$ cat src/rtl/seg7_scan_mux_pkg.sv
// seg7_scan_mux_pkg
//   Shared definitions for the multiplexed 7-segment display driver:
//   segment bit positions, the per-digit buffer record, the slot phase
//   type and a constant-evaluable clog2.
package seg7_scan_mux_pkg;

    localparam int SEG_W = 7;

    // Bit positions inside a {g,f,e,d,c,b,a} pattern.
    localparam int SEG_A = 0;
    localparam int SEG_B = 1;
    localparam int SEG_C = 2;
    localparam int SEG_D = 3;
    localparam int SEG_E = 4;
    localparam int SEG_F = 5;
    localparam int SEG_G = 6;

    // All segments dark (logical, before output polarity is applied).
    localparam logic [SEG_W-1:0] SEG_BLANK = '0;

    typedef enum logic {
        PH_BLANK = 1'b0,
        PH_DRIVE = 1'b1
    } phase_e;

    // One digit of the pending/active buffers.
    typedef struct packed {
        logic             blank;
        logic             dp;
        logic [SEG_W-1:0] seg;
    } digit_t;

    localparam digit_t DIGIT_DARK = '{blank: 1'b1, dp: 1'b0, seg: SEG_BLANK};

    // Minimum of 1 so single-value ranges still get a usable bit.
    function automatic int clog2(input int v);
        int r;
        r = 0;
        for (int i = 0; i < 31; i++) begin
            if ((1 << i) < v) r = i + 1;
        end
        return (r < 1) ? 1 : r;
    endfunction

endpackage

$ cat src/rtl/seg7_scan_mux_if.sv
// seg7_scan_mux_if
//   Bundles the pattern inputs, load strobe and display outputs of
//   seg7_scan_mux.
//   master: the producer of digit patterns (drives seg_in/dp_in/blank_in/load)
//   slave : the scan mux itself (drives pending and the display outputs)
interface seg7_scan_mux_if #(
    parameter int NUM_DIGITS = 4
);
    import seg7_scan_mux_pkg::*;

    localparam int IDX_W = clog2(NUM_DIGITS);

    logic [SEG_W*NUM_DIGITS-1:0] seg_in;
    logic [NUM_DIGITS-1:0]       dp_in;
    logic [NUM_DIGITS-1:0]       blank_in;
    logic                        load;
    logic                        pending;
    logic [SEG_W-1:0]            seg_out;
    logic                        dp_out;
    logic [NUM_DIGITS-1:0]       dig_en;
    logic [IDX_W-1:0]            digit_idx;
    logic                        frame_start;

    modport master (
        output seg_in, dp_in, blank_in, load,
        input  pending, seg_out, dp_out, dig_en, digit_idx, frame_start
    );

    modport slave (
        input  seg_in, dp_in, blank_in, load,
        output pending, seg_out, dp_out, dig_en, digit_idx, frame_start
    );

endinterface

$ cat src/rtl/seg7_scan_mux_slot_timer.sv
// seg7_slot_timer
//   Slot timing for the scan mux: a prescale counter that divides each
//   digit slot into a blanking gap and a drive window, the digit index,
//   and the end-of-frame strobe.
//   clk, rst_n     : clock, asynchronous active-low reset
//   digit_idx_o    : registered index of the current slot
//   idx_nxt_o      : index that takes effect on the coming edge
//   phase_nxt_o    : BLANK/DRIVE phase that takes effect on the coming edge
//   wrap_o         : the coming edge ends the frame (last digit, last cycle)
//   frame_start_o  : registered one-cycle pulse in the first cycle of digit 0
//   The *_nxt outputs let the parent register its outputs on the same edge
//   as the counter so display and counter never disagree.
module seg7_slot_timer
    import seg7_scan_mux_pkg::*;
#(
    parameter int NUM_DIGITS   = 4,
    parameter int PRESCALE     = 50000,
    parameter int BLANK_CYCLES = 500,
    localparam int IDX_W       = clog2(NUM_DIGITS)
) (
    input  logic             clk,
    input  logic             rst_n,
    output logic [IDX_W-1:0] digit_idx_o,
    output logic [IDX_W-1:0] idx_nxt_o,
    output phase_e           phase_nxt_o,
    output logic             wrap_o,
    output logic             frame_start_o
);

    localparam int               CNT_W     = clog2(PRESCALE);
    localparam logic [CNT_W-1:0] CNT_LAST  = CNT_W'(PRESCALE - 1);
    localparam logic [CNT_W-1:0] BLANK_END = CNT_W'(BLANK_CYCLES);
    localparam logic [IDX_W-1:0] IDX_LAST  = IDX_W'(NUM_DIGITS - 1);

    logic [CNT_W-1:0] cnt_q, cnt_d;
    logic [IDX_W-1:0] idx_q, idx_d;
    logic             fs_q;
    logic             slot_end, frame_end;

    assign slot_end  = (cnt_q == CNT_LAST);
    assign frame_end = slot_end && (idx_q == IDX_LAST);

    always_comb begin
        cnt_d = cnt_q + 1'b1;
        idx_d = idx_q;
        if (slot_end) begin
            cnt_d = '0;
            idx_d = frame_end ? '0 : idx_q + 1'b1;
        end
    end

    always_ff @(posedge clk or negedge rst_n) begin
        if (!rst_n) begin
            cnt_q <= '0;
            idx_q <= '0;
            fs_q  <= 1'b0;
        end else begin
            cnt_q <= cnt_d;
            idx_q <= idx_d;
            fs_q  <= frame_end;
        end
    end

    assign digit_idx_o   = idx_q;
    assign idx_nxt_o     = idx_d;
    assign phase_nxt_o   = (cnt_d < BLANK_END) ? PH_BLANK : PH_DRIVE;
    assign wrap_o        = frame_end;
    assign frame_start_o = fs_q;

endmodule

$ cat src/rtl/seg7_scan_mux.sv
// seg7_scan_mux
//   Time-multiplexed 7-segment driver. Scans NUM_DIGITS decoded patterns
//   onto one shared segment bus with a per-digit enable, inserting a dark
//   gap at the start of every slot. New values land in a pending buffer
//   and are promoted to the active buffer only at the frame boundary, so
//   a frame is never shown half old / half new.
//   clk, rst_n : clock, asynchronous active-low reset
//   bus        : seg7_scan_mux_if.slave
//                in : seg_in, dp_in, blank_in, load
//                out: pending, seg_out, dp_out, dig_en, digit_idx,
//                     frame_start (all registered)
module seg7_scan_mux
    import seg7_scan_mux_pkg::*;
#(
    parameter int NUM_DIGITS     = 4,
    parameter int PRESCALE       = 50000,
    parameter int BLANK_CYCLES   = 500,
    parameter bit SEG_ACTIVE_LOW = 1'b1,
    parameter bit DIG_ACTIVE_LOW = 1'b1
) (
    input  logic          clk,
    input  logic          rst_n,
    seg7_scan_mux_if.slave bus
);

    localparam int IDX_W = clog2(NUM_DIGITS);

    // XOR masks that turn logical "lit/selected" into pin levels; they are
    // also the inactive pin levels.
    localparam logic                  DP_POL  = SEG_ACTIVE_LOW;
    localparam logic [SEG_W-1:0]      SEG_POL = {SEG_W{SEG_ACTIVE_LOW}};
    localparam logic [NUM_DIGITS-1:0] DIG_POL = {NUM_DIGITS{DIG_ACTIVE_LOW}};

    logic [IDX_W-1:0] digit_idx, idx_nxt;
    phase_e           phase_nxt;
    logic             wrap, frame_start;

    seg7_slot_timer #(
        .NUM_DIGITS   (NUM_DIGITS),
        .PRESCALE     (PRESCALE),
        .BLANK_CYCLES (BLANK_CYCLES)
    ) u_timer (
        .clk           (clk),
        .rst_n         (rst_n),
        .digit_idx_o   (digit_idx),
        .idx_nxt_o     (idx_nxt),
        .phase_nxt_o   (phase_nxt),
        .wrap_o        (wrap),
        .frame_start_o (frame_start)
    );

    // ---------------------------------------------------------------
    // Pending / active buffers
    // ---------------------------------------------------------------
    digit_t [NUM_DIGITS-1:0] in_dig;
    digit_t [NUM_DIGITS-1:0] pend_q, pend_d;
    digit_t [NUM_DIGITS-1:0] act_q, act_d;
    logic                    pending_q, pending_d;

    for (genvar k = 0; k < NUM_DIGITS; k++) begin : g_unpack
        assign in_dig[k] = '{blank: bus.blank_in[k],
                             dp:    bus.dp_in[k],
                             seg:   bus.seg_in[SEG_W*k +: SEG_W]};
    end

    // The swap reads the old pending contents before a same-cycle load
    // overwrites them; that load then stays pending for the next frame.
    always_comb begin
        pend_d    = pend_q;
        act_d     = act_q;
        pending_d = pending_q;
        if (wrap && pending_q) begin
            act_d     = pend_q;
            pending_d = 1'b0;
        end
        if (bus.load) begin
            pend_d    = in_dig;
            pending_d = 1'b1;
        end
    end

    // ---------------------------------------------------------------
    // Output mux, computed from next-cycle timer state and the next
    // active buffer so the registered outputs match digit_idx exactly.
    // ---------------------------------------------------------------
    digit_t                cur;
    logic                  drive;
    logic [SEG_W-1:0]      seg_d, seg_q;
    logic                  dp_d, dp_q;
    logic [NUM_DIGITS-1:0] dig_d, dig_q;

    always_comb begin
        cur   = act_d[idx_nxt];
        drive = (phase_nxt == PH_DRIVE) && !cur.blank;
        seg_d = SEG_POL ^ (drive ? cur.seg : SEG_BLANK);
        dp_d  = DP_POL ^ (drive & cur.dp);
        dig_d = DIG_POL ^ (drive ? (NUM_DIGITS'(1) << idx_nxt) : '0);
    end

    always_ff @(posedge clk or negedge rst_n) begin
        if (!rst_n) begin
            pend_q    <= {NUM_DIGITS{DIGIT_DARK}};
            act_q     <= {NUM_DIGITS{DIGIT_DARK}};
            pending_q <= 1'b0;
            seg_q     <= SEG_POL;
            dp_q      <= DP_POL;
            dig_q     <= DIG_POL;
        end else begin
            pend_q    <= pend_d;
            act_q     <= act_d;
            pending_q <= pending_d;
            seg_q     <= seg_d;
            dp_q      <= dp_d;
            dig_q     <= dig_d;
        end
    end

    assign bus.pending     = pending_q;
    assign bus.seg_out     = seg_q;
    assign bus.dp_out      = dp_q;
    assign bus.dig_en      = dig_q;
    assign bus.digit_idx   = digit_idx;
    assign bus.frame_start = frame_start;

endmodule

$ cat src/flat_wrapper.sv
// flat-port wrapper written by rule: the top's interface ports become plain ports
module seg7_scan_mux_flat import seg7_scan_mux_pkg::*;
#(
    parameter int NUM_DIGITS     = 4,
    parameter int PRESCALE       = 50000,
    parameter int BLANK_CYCLES   = 500,
    parameter bit SEG_ACTIVE_LOW = 1'b1,
    parameter bit DIG_ACTIVE_LOW = 1'b1
)
  (clk, rst_n, bus_seg_in, bus_dp_in, bus_blank_in, bus_load, bus_pending, bus_seg_out, bus_dp_out, bus_dig_en, bus_digit_idx, bus_frame_start);
  seg7_scan_mux_if #(.NUM_DIGITS(NUM_DIGITS)) bus_i ();
  input  logic clk;
  input  logic rst_n;
  input wire logic [$bits(bus_i.seg_in)-1:0] bus_seg_in;
  input wire logic [$bits(bus_i.dp_in)-1:0] bus_dp_in;
  input wire logic [$bits(bus_i.blank_in)-1:0] bus_blank_in;
  input wire logic [$bits(bus_i.load)-1:0] bus_load;
  output wire logic [$bits(bus_i.pending)-1:0] bus_pending;
  output wire logic [$bits(bus_i.seg_out)-1:0] bus_seg_out;
  output wire logic [$bits(bus_i.dp_out)-1:0] bus_dp_out;
  output wire logic [$bits(bus_i.dig_en)-1:0] bus_dig_en;
  output wire logic [$bits(bus_i.digit_idx)-1:0] bus_digit_idx;
  output wire logic [$bits(bus_i.frame_start)-1:0] bus_frame_start;
  assign bus_i.seg_in = bus_seg_in;
  assign bus_i.dp_in = bus_dp_in;
  assign bus_i.blank_in = bus_blank_in;
  assign bus_i.load = bus_load;
  assign bus_pending = bus_i.pending;
  assign bus_seg_out = bus_i.seg_out;
  assign bus_dp_out = bus_i.dp_out;
  assign bus_dig_en = bus_i.dig_en;
  assign bus_digit_idx = bus_i.digit_idx;
  assign bus_frame_start = bus_i.frame_start;
  seg7_scan_mux #(.NUM_DIGITS(NUM_DIGITS), .PRESCALE(PRESCALE), .BLANK_CYCLES(BLANK_CYCLES), .SEG_ACTIVE_LOW(SEG_ACTIVE_LOW), .DIG_ACTIVE_LOW(DIG_ACTIVE_LOW)) u_core (.clk(clk), .rst_n(rst_n), .bus(bus_i));
endmodule
$ cat config.mk
export PLATFORM = sky130hd
export DESIGN_NAME = seg7_scan_mux_flat
export DESIGN_NICKNAME = d
export VERILOG_FILES = /design/src/rtl/seg7_scan_mux_pkg.sv /design/src/rtl/seg7_scan_mux_if.sv /design/src/rtl/seg7_scan_mux_slot_timer.sv /design/src/rtl/seg7_scan_mux.sv /design/src/flat_wrapper.sv
export SDC_FILE = /design/constraint.sdc
export NUM_CORES = 1
export LEC_CHECK = 0
export ABC_CLOCK_PERIOD_IN_PS = 3100
export CORE_ASPECT_RATIO = 0.9
export CORE_MARGIN = 1.5
export CORE_UTILIZATION = 55
export CTS_CLUSTER_DIAMETER = 30
export CTS_CLUSTER_SIZE = 14
export DETAILED_ROUTE_END_ITERATION = 16
export GPL_ROUTABILITY_DRIVEN = 0
export PLACE_DENSITY = 0.83
export SLEW_MARGIN = 25
export SYNTH_ARGS = -nofsm -noshare
export SYNTH_HDL_FRONTEND = slang
export SYNTH_HIERARCHICAL = 1
export SYNTH_SLANG_ARGS = --single-unit
$ cat constraint.sdc
create_clock -name clk -period 3.1 [get_ports clk]
set_input_delay 0.93 -clock clk [delete_from_list [all_inputs] [get_ports clk]]
set_output_delay 0.93 -clock clk [all_outputs]
set_load 0.01 [all_outputs]
* Yosys cells after proc, flatten, opt, wreduce, memory -nomap -nowiden
Index checks and enable logic that the tools add are counted.
Storage, ports and cells: register bits 104, output and inout port bits 16, input port bits 39, logic and storage cells 58
Operators by class: shift operators 1, add/subtract/negate cells 2, eq/ne operators 2, bitwise gates (word level) 4, mux-type cells 11, reduce and logical (&&, ||, !) cells 5, magnitude comparators 2
Operators with widths (count):
- 2-to-1 mux 36 bit | 1
- binary-select mux 9 bit (select 2 bit) | 1
- adder 16 x 1 -> 16 bit, second input constant | 1
- equality test 16 bit, second input constant | 1
- < comparator 16 x 9 -> 1 bit, second input constant | 1
- 2-to-1 mux 16 bit | 1
- 2-to-1 mux 9 bit | 1
- 2-to-1 mux 7 bit | 1
- NOT 7 bit | 1
- 2-to-1 mux 2 bit | 2
- 2-to-1 mux 4 bit | 1
- NOT 4 bit | 1
- << shifter 1 x 2 -> 4 bit, first input constant | 1
- logical AND 1 bit | 3
- < comparator 2 x 3 -> 1 bit, second input constant | 1
- 2-to-1 mux 1 bit | 3
- adder 2 x 1 -> 2 bit, second input constant | 1
- equality test 2 bit, second input constant | 1
- nonzero test 2 bit | 1
- AND 1 bit | 1
- zero test 1 bit | 1
- NOT 1 bit | 1

* Logic depth before layout (Yosys ltp)
Gate-level depths: netlist of run 1.
word-level depth 10, gate-level depth with buffers 11, gate-level depth less buffers 10

* Cells and area by module
The synthesis of run 1 kept the hierarchy.
By module, submodules not included:
- seg7_scan_mux | times used 1, seq. area each 2152.1 um2, cells each 201, area an instance 3407.0 um2
- seg7_slot_timer | times used 1, seq. area each 475.5 um2, cells each 102, area an instance 1073.5 um2

* Least setup slack after synthesis of run 1
No wires, ideal clock.
path kind flip-flop to flip-flop, start point reg u_core.u_timer.cnt_q[0], end point reg u_core.dp_q, in the netlist u_core/bus.dp_out, setup time 0.062 ns, path buffers 2, path slack 0.472 ns, arrival time 2.566 ns, cell stages (with the launch flop) 11, clock period less this slack 2.628 ns, data required time 3.038 ns, path through dfrtp_1 -> ha_1 -> and3_4 -> nand3_2 -> nor4_1 -> nand2_1 -> buf_6 -> buf_6 -> mux2_4 -> mux4_2 -> nand2_1
RTL lines:
- start, declared | line seg7_scan_mux_slot_timer.sv:35 | logic [CNT_W-1:0] cnt_q, cnt_d;
- start signal, assigned | line seg7_scan_mux_slot_timer.sv:58 | cnt_q <= cnt_d;
- end signal, assigned | line seg7_scan_mux.sv:113 | dp_q <= dp_d;
- end, declared | line seg7_scan_mux.sv:89 | logic dp_d, dp_q;

* Final worst setup path of run 1
start point reg u_core.u_timer.cnt_q[0], end point reg u_core.seg_q[6], in the netlist u_core/bus.seg_out[6]
On the way: cells in the longest elaborated chain, start to end 10, elaborated cells between the ends (all ways) 16, those cells by class add/sub: 1; order compare: 1; eq/ne: 1; mux: 8; bitwise: 1; reduce/logical: 4
Ends and longest elaborated chain:
- equality test 16 bit (*) | line seg7_scan_mux_slot_timer.sv:40 | assign slot_end = (cnt_q == CNT_LAST);
- logical AND 1 bit | line seg7_scan_mux_slot_timer.sv:41 | assign frame_end = slot_end && (idx_q == IDX_LAST);
- 2-to-1 mux 2 bit | line seg7_scan_mux_slot_timer.sv:48 | idx_d = frame_end ? '0 : idx_q + 1'b1;
- 2-to-1 mux 2 bit (*) | line seg7_scan_mux_slot_timer.sv:46 | if (slot_end) begin
- net u_core.idx_nxt[1] | line seg7_scan_mux.sv:34 | logic [IDX_W-1:0] digit_idx, idx_nxt;
- binary-select mux 9 bit (select 2 bit) (*) | line seg7_scan_mux.sv:93 | cur = act_d[idx_nxt];
- 2-to-1 mux 9 bit (implied by the code) (*) | line seg7_scan_mux.sv:93
- zero test 1 bit | line seg7_scan_mux.sv:94 | drive = (phase_nxt == PH_DRIVE) && !cur.blank;
- logical AND 1 bit | line seg7_scan_mux.sv:94
- 2-to-1 mux 7 bit (*) | line seg7_scan_mux.sv:95 | seg_d = SEG_POL ^ (drive ? cur.seg : SEG_BLANK);
- NOT 7 bit (no source line) (*)
- net u_core.seg_d[6] | line seg7_scan_mux.sv:88 | logic [SEG_W-1:0] seg_d, seg_q;
- end signal, assigned | line seg7_scan_mux.sv:112 | seg_q <= seg_d;
- end, declared | line seg7_scan_mux.sv:88
The timed path passes the listed nets; every way through them passes the cells marked *. The select of a mux whose other input is x is not followed. A chain may end at the register's enable or synchronous reset.

==> flow_summary_export.csv, run 1 <==
group,metric,value,unit
outcome,outcome,"complete, no violations",
timing,tns,0,ps
finish,finish.instance_area,5315,um2
finish,diodes,0,
route,totalWireLength,7.806,mm
route,dr_total_vias,2558,
floorplanning,start_util,56.08,%
finish,seq_area,2628,um2
route,drt_first_pass_iters,4,
worst_setup_path,critPathRequiredTime,3400,ps
power_and_ir_drop,pwr_density_cell,461.5,nW/um2
cts,cts_buffers,9,
finish,fin_nets,401,
timing,max_freq,350.2,MHz
placement,port_buffers,54,
synth,syn-num-nets,344,
cts,root_buffer,"clkbuf_8",
floorplanning,die_w,98.14,um
worst_setup_path,arrival,3160,ps
timing,finClkSkew,10.94,ps
synth,synth-seq-area-share,58.64,%
synth,ys_types,44,
synth,synth.top_cells.by_area,"dfrtp_1 47%, mux2_2 16%, dfstp_2 12%, mux4_2 4.5%, mux2_4 4.0%",
power_and_ir_drop,p_comb_share,5.7,%
global_route,track_usage,19.66,%
global_route,grt_pass1_wl,13.15,mm
global_route,grt.overflow.total,0,
cts,numClockSinks,104,
timing,drv_slew,0,
floorplanning,row_count,31,
synth,synth-edff-count,0,
power_and_ir_drop,p_switching,527.7,uW
worst_setup_path,crit_chain,"ha_1, and3_4, nand3_2, nor3_2, mux2_2, inv_1, mux4_2, nand2_1",
timing,finalHoldViolCount,0,
hold_path,hold_class,"register to register",
finish,multi_input_area,1740,um2
global_route,antenna_found_initial,0,
synth,synth_top_flop_cell,"dfrtp_1",
synth,synth_area_per_cell,14.79,um2
cts,cts.reportedPaths.clkPinSlew,90,ps
route,ant_nets,0,
cts,cts_max_level,3,
timing,fin_crit_sh,92.12,%
route,vias_per_cell,5.513,
cts,clk_latency,360,ps
synth,async_flop_share,100.0,%
timing,slew_headroom,42.88,%
global_route,grt_pass1_vias,2616,
placement,dpl_cell_area,5095,um2
worst_setup_path,critPathMaxFanout,14,
placement,dp_hpwl,5.474,mm
finish,final_common_cell,"dfrtp_1",
cts,clk_path_buf_depth,2,
floorplanning,coreArea,7990,um2
synth,synth_top_area_share,46.91,%
route,first_iter_violations,81,
finish,drive_gt1_share,39.18,%
timing,tightest_slew,856.8,ps
synth,ys_seq_elements,104,
worst_setup_path,end_kind,"register",
timing,setup_viol,0,
flow_run,maxCapViolCount,0,
finish,final_cell_mix,"84 x dfrtp_1, 62 x mux2_2, 52 x clkdlybuf4s50_1",
worst_setup_path,critPathKind,"register to register",
finish,fillers,574,
power_and_ir_drop,seq_power_share,58.5,%
synth,syn_area,4481,um2
power_and_ir_drop,p_leak,0.002305,uW
worst_setup_path,critPathLaunchType,"register",
synth,synthesis.yosys.warnings,6,
synth,synthCells,303,
global_route,grt_max_degree,55,
timing,fin_crit,2856,ps
floorplanning,dieHeight,88.63,um
finish,syn_to_final_growth,18.63,%
power_and_ir_drop,swShare,21.51,%
power_and_ir_drop,clkPwrFrac,35.8,%
timing,rsz0062_at_grt,"false",
floorplanning,die-area,8698,um2
worst_setup_path,cp_slowest_cell,"mux4_2",
route,post-route-drc-count,0,
route,wl_per_cell,16.82,um
floorplanning,top_level_ports,55,
power_and_ir_drop,internal_power,1925,uW
power_and_ir_drop,peakVddDrop,0.2972,mV
synth,yosys.area.top_type,"dfrtp_1",
cts,cts_tree,"built",
worst_setup_path,critPathMaxStageDelay,560,ps
flip-flops by register name (all words and copies together) (netlist names):
register,cells
u_core/bus.dig_en,4
u_core/bus.dp_out,1
u_core/u_timer/digit_idx_o,2
u_core/u_timer/cnt_q,16
u_core/pend_q,36
u_core/bus.seg_out,7
u_core/act_q,36
u_core/u_timer/frame_start_o,1
u_core/bus.pending,1
Yosys cell counts, drive strengths merged, types with 3 or more instances:
library cell and count:
nor3 6, or3 5, dfstp 20, inv 5, mux2 74, nand2 17, mux4 9, xor2 5
xnor2 9, nand3 6, dfrtp 84, nor2 14, o22ai 3, clkbuf 7, nand4 5, nor4 3
buf 7, a31oi 5
per-stage QoR:
step	total power, uW	utilization (%)	std cells	worst slack, ps	hold slack [ps]
floorplan	1509	-	303	472.5	464.9
global placement	1599	63.76	448	332.3	476.2
detailed placement	1604	63.76	448	263.7	478.7
CTS	2486	66.44	464	228.6	504.2
global route	2556	66.52	464	121.9	518.1
finish	2453	66.52	464	244.4	500.7
layer usage:
metal	share of wire, %	vias up	wire length [um]	global-route usage [%]
met4	1.7	0	136	7.170
met3	4.3	12	339	5.371
met1	45	1289	3545	25.89
li1	-	1196	-	-
met2	48	61	3784	31.97
met5	0	-	0	0
worst max-delay path, delay by kind of cell, from the launching register on:
family	cells	cell delay [ps]
buffers and inverters	1	270
adders and majority gates	1	200
DFF	1	430
muxes	2	1090
and+or+nand+nor	4	810
worst paths after layout:
| path | startpoint | to | slack (ps) | cells past startpoint |
|---|---|---|---|---|
| max | u_core/u_timer/cnt_q[0] | u_core/bus.seg_out[6] | 240 | 8 |
| min | u_core/act_q[24] | u_core/act_q[24] | 500 | 1 |
| max reg2reg | u_core/u_timer/cnt_q[0] | u_core/bus.seg_out[6] | 240 | 8 |
| min reg2reg | u_core/act_q[24] | u_core/act_q[24] | 500 | 1 |
| max in group asynchronous | rst_n | u_core/bus.seg_out[2] | 1720 | 2 |
| min in group asynchronous | rst_n | u_core/pend_q[3] | 610 | 1 |
repair_timing:
item                                    CTS  global route
gates resized for setup                   0             1
endpoints found under the setup margin    0             4
hold buffers                              0             0
buffers inserted                          0             0
cell type report:
type / count / area share (%)
clock buffers: 12 / 2.919
clock inverters: 4 / 1.106
inverters: 5 / 0.3531
multi-input cells: 180 / 32.74
flip-flops and latches: 104 / 49.44
well taps: 99 / 2.331
repair buffers: 60 / 11.11
power groups by stage:
stage          Clock, uW  Sequential (uW)  Combinational [uW]
6_report             878             1430                 140
5_1_grt              960             1440                 155
4_1_cts              906             1440                 144
3_5_place_dp           0             1460                 143
3_3_place_gp           0             1460                 140
2_1_floorplan          0             1450                59.3
cell families (layout without fill, tap and decap cells):
| family | count (synthesis) | count (layout) | synth area share [%] |
|---|---|---|---|
| AND/OR/NAND/NOR | 66 | 66 | 8.685 |
| flip-flops | 104 | 104 | 58.64 |
| XOR/XNOR | 14 | 14 | 2.737 |
| buffers and inverters | 19 | 81 | 2.709 |
| multiplexers | 83 | 83 | 24.13 |
| adder cells (fa/ha/maj) | 2 | 2 | 0.5584 |
| AO/OA/AOI/OAI | 15 | 15 | 2.541 |
No activity file was read; power rests on OpenSTA's default activity.
==> run 2, diff against run 1 <==
- ABC_CLOCK_PERIOD_IN_PS: 3100 -> 3160
- clock period: 3.1 -> 3.16 ns (I/O delays scaled with it)
==> flow_summary_export.csv, run 2 (synthesis results as in run 1) <==
group,metric,value,unit
outcome,outcome,"complete, no violations",
worst_setup_path,critPathBufInv,0,
cts,clk_path_buf_depth,2,
power_and_ir_drop,internal_power,1802,uW
power_and_ir_drop,swShare,22.48,%
cts,cts.reportedPaths.clkPinSlew,100,ps
worst_setup_path,crit_start,"u_core/u_timer/cnt_q[0]",
finish,finish.instance_area,5279,um2
floorplanning,coreArea,7990,um2
route,ant_nets,0,
cts,clk_latency,360,ps
worst_setup_path,cp_slowest_cell,"mux2_2",
finish,multi_input_area,1740,um2
global_route,grt_pass1_wl,13.08,mm
power_and_ir_drop,p_leak,0.002282,uW
finish,top_regs,"u_core/act_q (36), u_core/pend_q (36), u_core/u_timer/cnt_q (16)",
timing,setup_viol,0,
worst_setup_path,arrival,3160,ps
route,post-route-drc-count,0,
power_and_ir_drop,clkPwrFrac,33.5,%
power_and_ir_drop,peakVddDrop,0.2376,mV
power_and_ir_drop,p_comb_share,5.9,%
route,vias_per_cell,5.608,
floorplanning,die-area,8698,um2
worst_setup_path,critPathKind,"register to register",
route,dr_total_vias,2591,
global_route,antenna_found_initial,0,
route,wl_per_cell,16.98,um
cts,root_buffer,"clkbuf_8",
timing,finClkSkew,11.97,ps
finish,fillers,575,
worst_setup_path,critPathMaxStageDelay,510,ps
floorplanning,top_level_ports,55,
finish,diodes,0,
timing,tns,0,ps
worst_setup_path,critPathRequiredTime,3430,ps
cts,cts_tree,"built",
timing,finalHoldViolCount,0,
finish,fin_nets,400,
hold_path,hold_class,"register to register",
timing,slew_headroom,43.08,%
flow_run,maxCapViolCount,0,
global_route,grt.overflow.total,0,
power_and_ir_drop,p_total,2324,uW
placement,dpl_cell_area,5087,um2
floorplanning,row_count,31,
timing,drv_slew,0,
placement,port_buffers,54,
worst_setup_path,r2r_start,"u_core/u_timer/cnt_q[0]",
finish,seq_area,2628,um2
finish,final_cell_mix,"84 x dfrtp_1, 62 x mux2_2, 52 x clkdlybuf4s50_1",
worst_setup_path,crit_chain,"ha_1, and3_4, nand3_2, nor3_2, mux2_2, mux4_2, o22ai_2, nand3b_1",
power_and_ir_drop,p_switching,522.4,uW
worst_setup_path,ff2ff_path_depth,8,
worst_setup_path,cpLargestDelayFamily,"multiplexers",
global_route,track_usage,19.52,%
floorplanning,start_util,56.08,%
worst_setup_path,timing.rr.end,"u_core/bus.seg_out[5]",
cts,cts_buffers,9,
global_route,grt_pass1_vias,2627,
worst_setup_path,critPathLaunchType,"register",
global_route,grt_max_degree,50,
cts,cts_max_level,3,
power_and_ir_drop,seq_power_share,60.6,%
floorplanning,dieHeight,88.63,um
cts,numClockSinks,104,
power_and_ir_drop,pwr_density_cell,440.3,nW/um2
route,drt_first_pass_iters,4,
finish,syn_to_final_growth,17.82,%
placement,dp_hpwl,5.449,mm
finish,final_common_cell,"dfrtp_1",
timing,fin_crit,2886,ps
worst_setup_path,end_kind,"register",
worst_setup_path,critPathMaxFanout,14,
timing,max_freq,346.5,MHz
finish,drive_gt1_share,39.12,%
route,totalWireLength,7.845,mm
timing,fin_crit_sh,91.32,%
timing,tightest_slew,853.7,ps
worst_setup_path,cp.depth,8,
route,first_iter_violations,111,
worst_setup_path,cp-endpoint,"u_core/bus.seg_out[5]",
timing,rsz0062_at_grt,"false",
floorplanning,die_w,98.14,um
cts,post-cts-setup-buffers,0,
worst_setup_path,r2r_slack,270,ps
cts,cts_hold_buf,0,
run 2: cell types whose count changed in the layout (fill, tap and decap cells not counted), sizes merged:
cell | previous run | this run
buf | 8 | 7
bufinv | 1 | 0
clkbuf | 12 | 11
clkinvlp | 0 | 1
run 2: what timing repair did:
item / 4_1_cts / 5_1_grt
endpoints found under the hold margin: 0 / 0
gates resized for setup: 0 / 1
setup endpoints to repair: 0 / 8
run 2: stage by stage:
stage          worst slack [ps]  utilization, %  hold WS, ps  cells
5_1_grt                   84.83           66.07        520.9    462
4_1_cts                   136.9           65.99        506.8    462
2_1_floorplan             532.5               -        464.9    303
3_3_place_gp              323.2           63.67        475.5    447
3_5_place_dp              163.8           63.67        478.5    447
6_report                  274.2           66.07        505.5    462
run 2: power by group through the flow:
stage,Sequential (uW),Combinational [uW],Clock (uW)
global route,1420,152,848
CTS,1410,142,799
finish,1410,138,777
floorplan,1420,58.2,0
detailed placement,1430,142,0
global placement,1430,136,0
run 2: layout make-up:
type / instances / share of cell area [%]
Sequential cell: 104 / 49.77
Multi-Input combinational cell: 180 / 32.97
Timing Repair Buffer: 59 / 11.05
Clock buffer: 11 / 2.868
Tap cell: 99 / 2.347
Clock inverter: 4 / 0.6400
Inverter: 5 / 0.3555
run 2: per-layer routing:
metal	wire, um	vias up	track usage, %
met4	99	0	6.786
met2	3817	58	30.66
met3	324	12	4.897
met1	3603	1327	27.09
met5	0	-	0
li1	-	1194	-
run 2: worst min path at each step:
stage	from	endpoint	slack [ps]	cells past startpoint
after floorplan	u_core/act_q[15]	u_core/act_q[15]	460	1
after global placement	u_core/act_q[21]	u_core/act_q[21]	480	1
after detailed placement	u_core/act_q[30]	u_core/act_q[30]	480	1
final	u_core/act_q[23]	u_core/act_q[23]	510	1
after CTS	u_core/act_q[34]	u_core/act_q[34]	510	1
after global routing	u_core/act_q[32]	u_core/act_q[32]	520	1
run 2: worst reg2reg max path, cell delays in order (launching register included):
cell and delay [ps]:
dfrtp_1 430, ha_1 310, and3_4 240, nand3_2 110, nor3_2 260, mux2_2 510, mux4_2 340, o22ai_2 440
nand3b_1 150
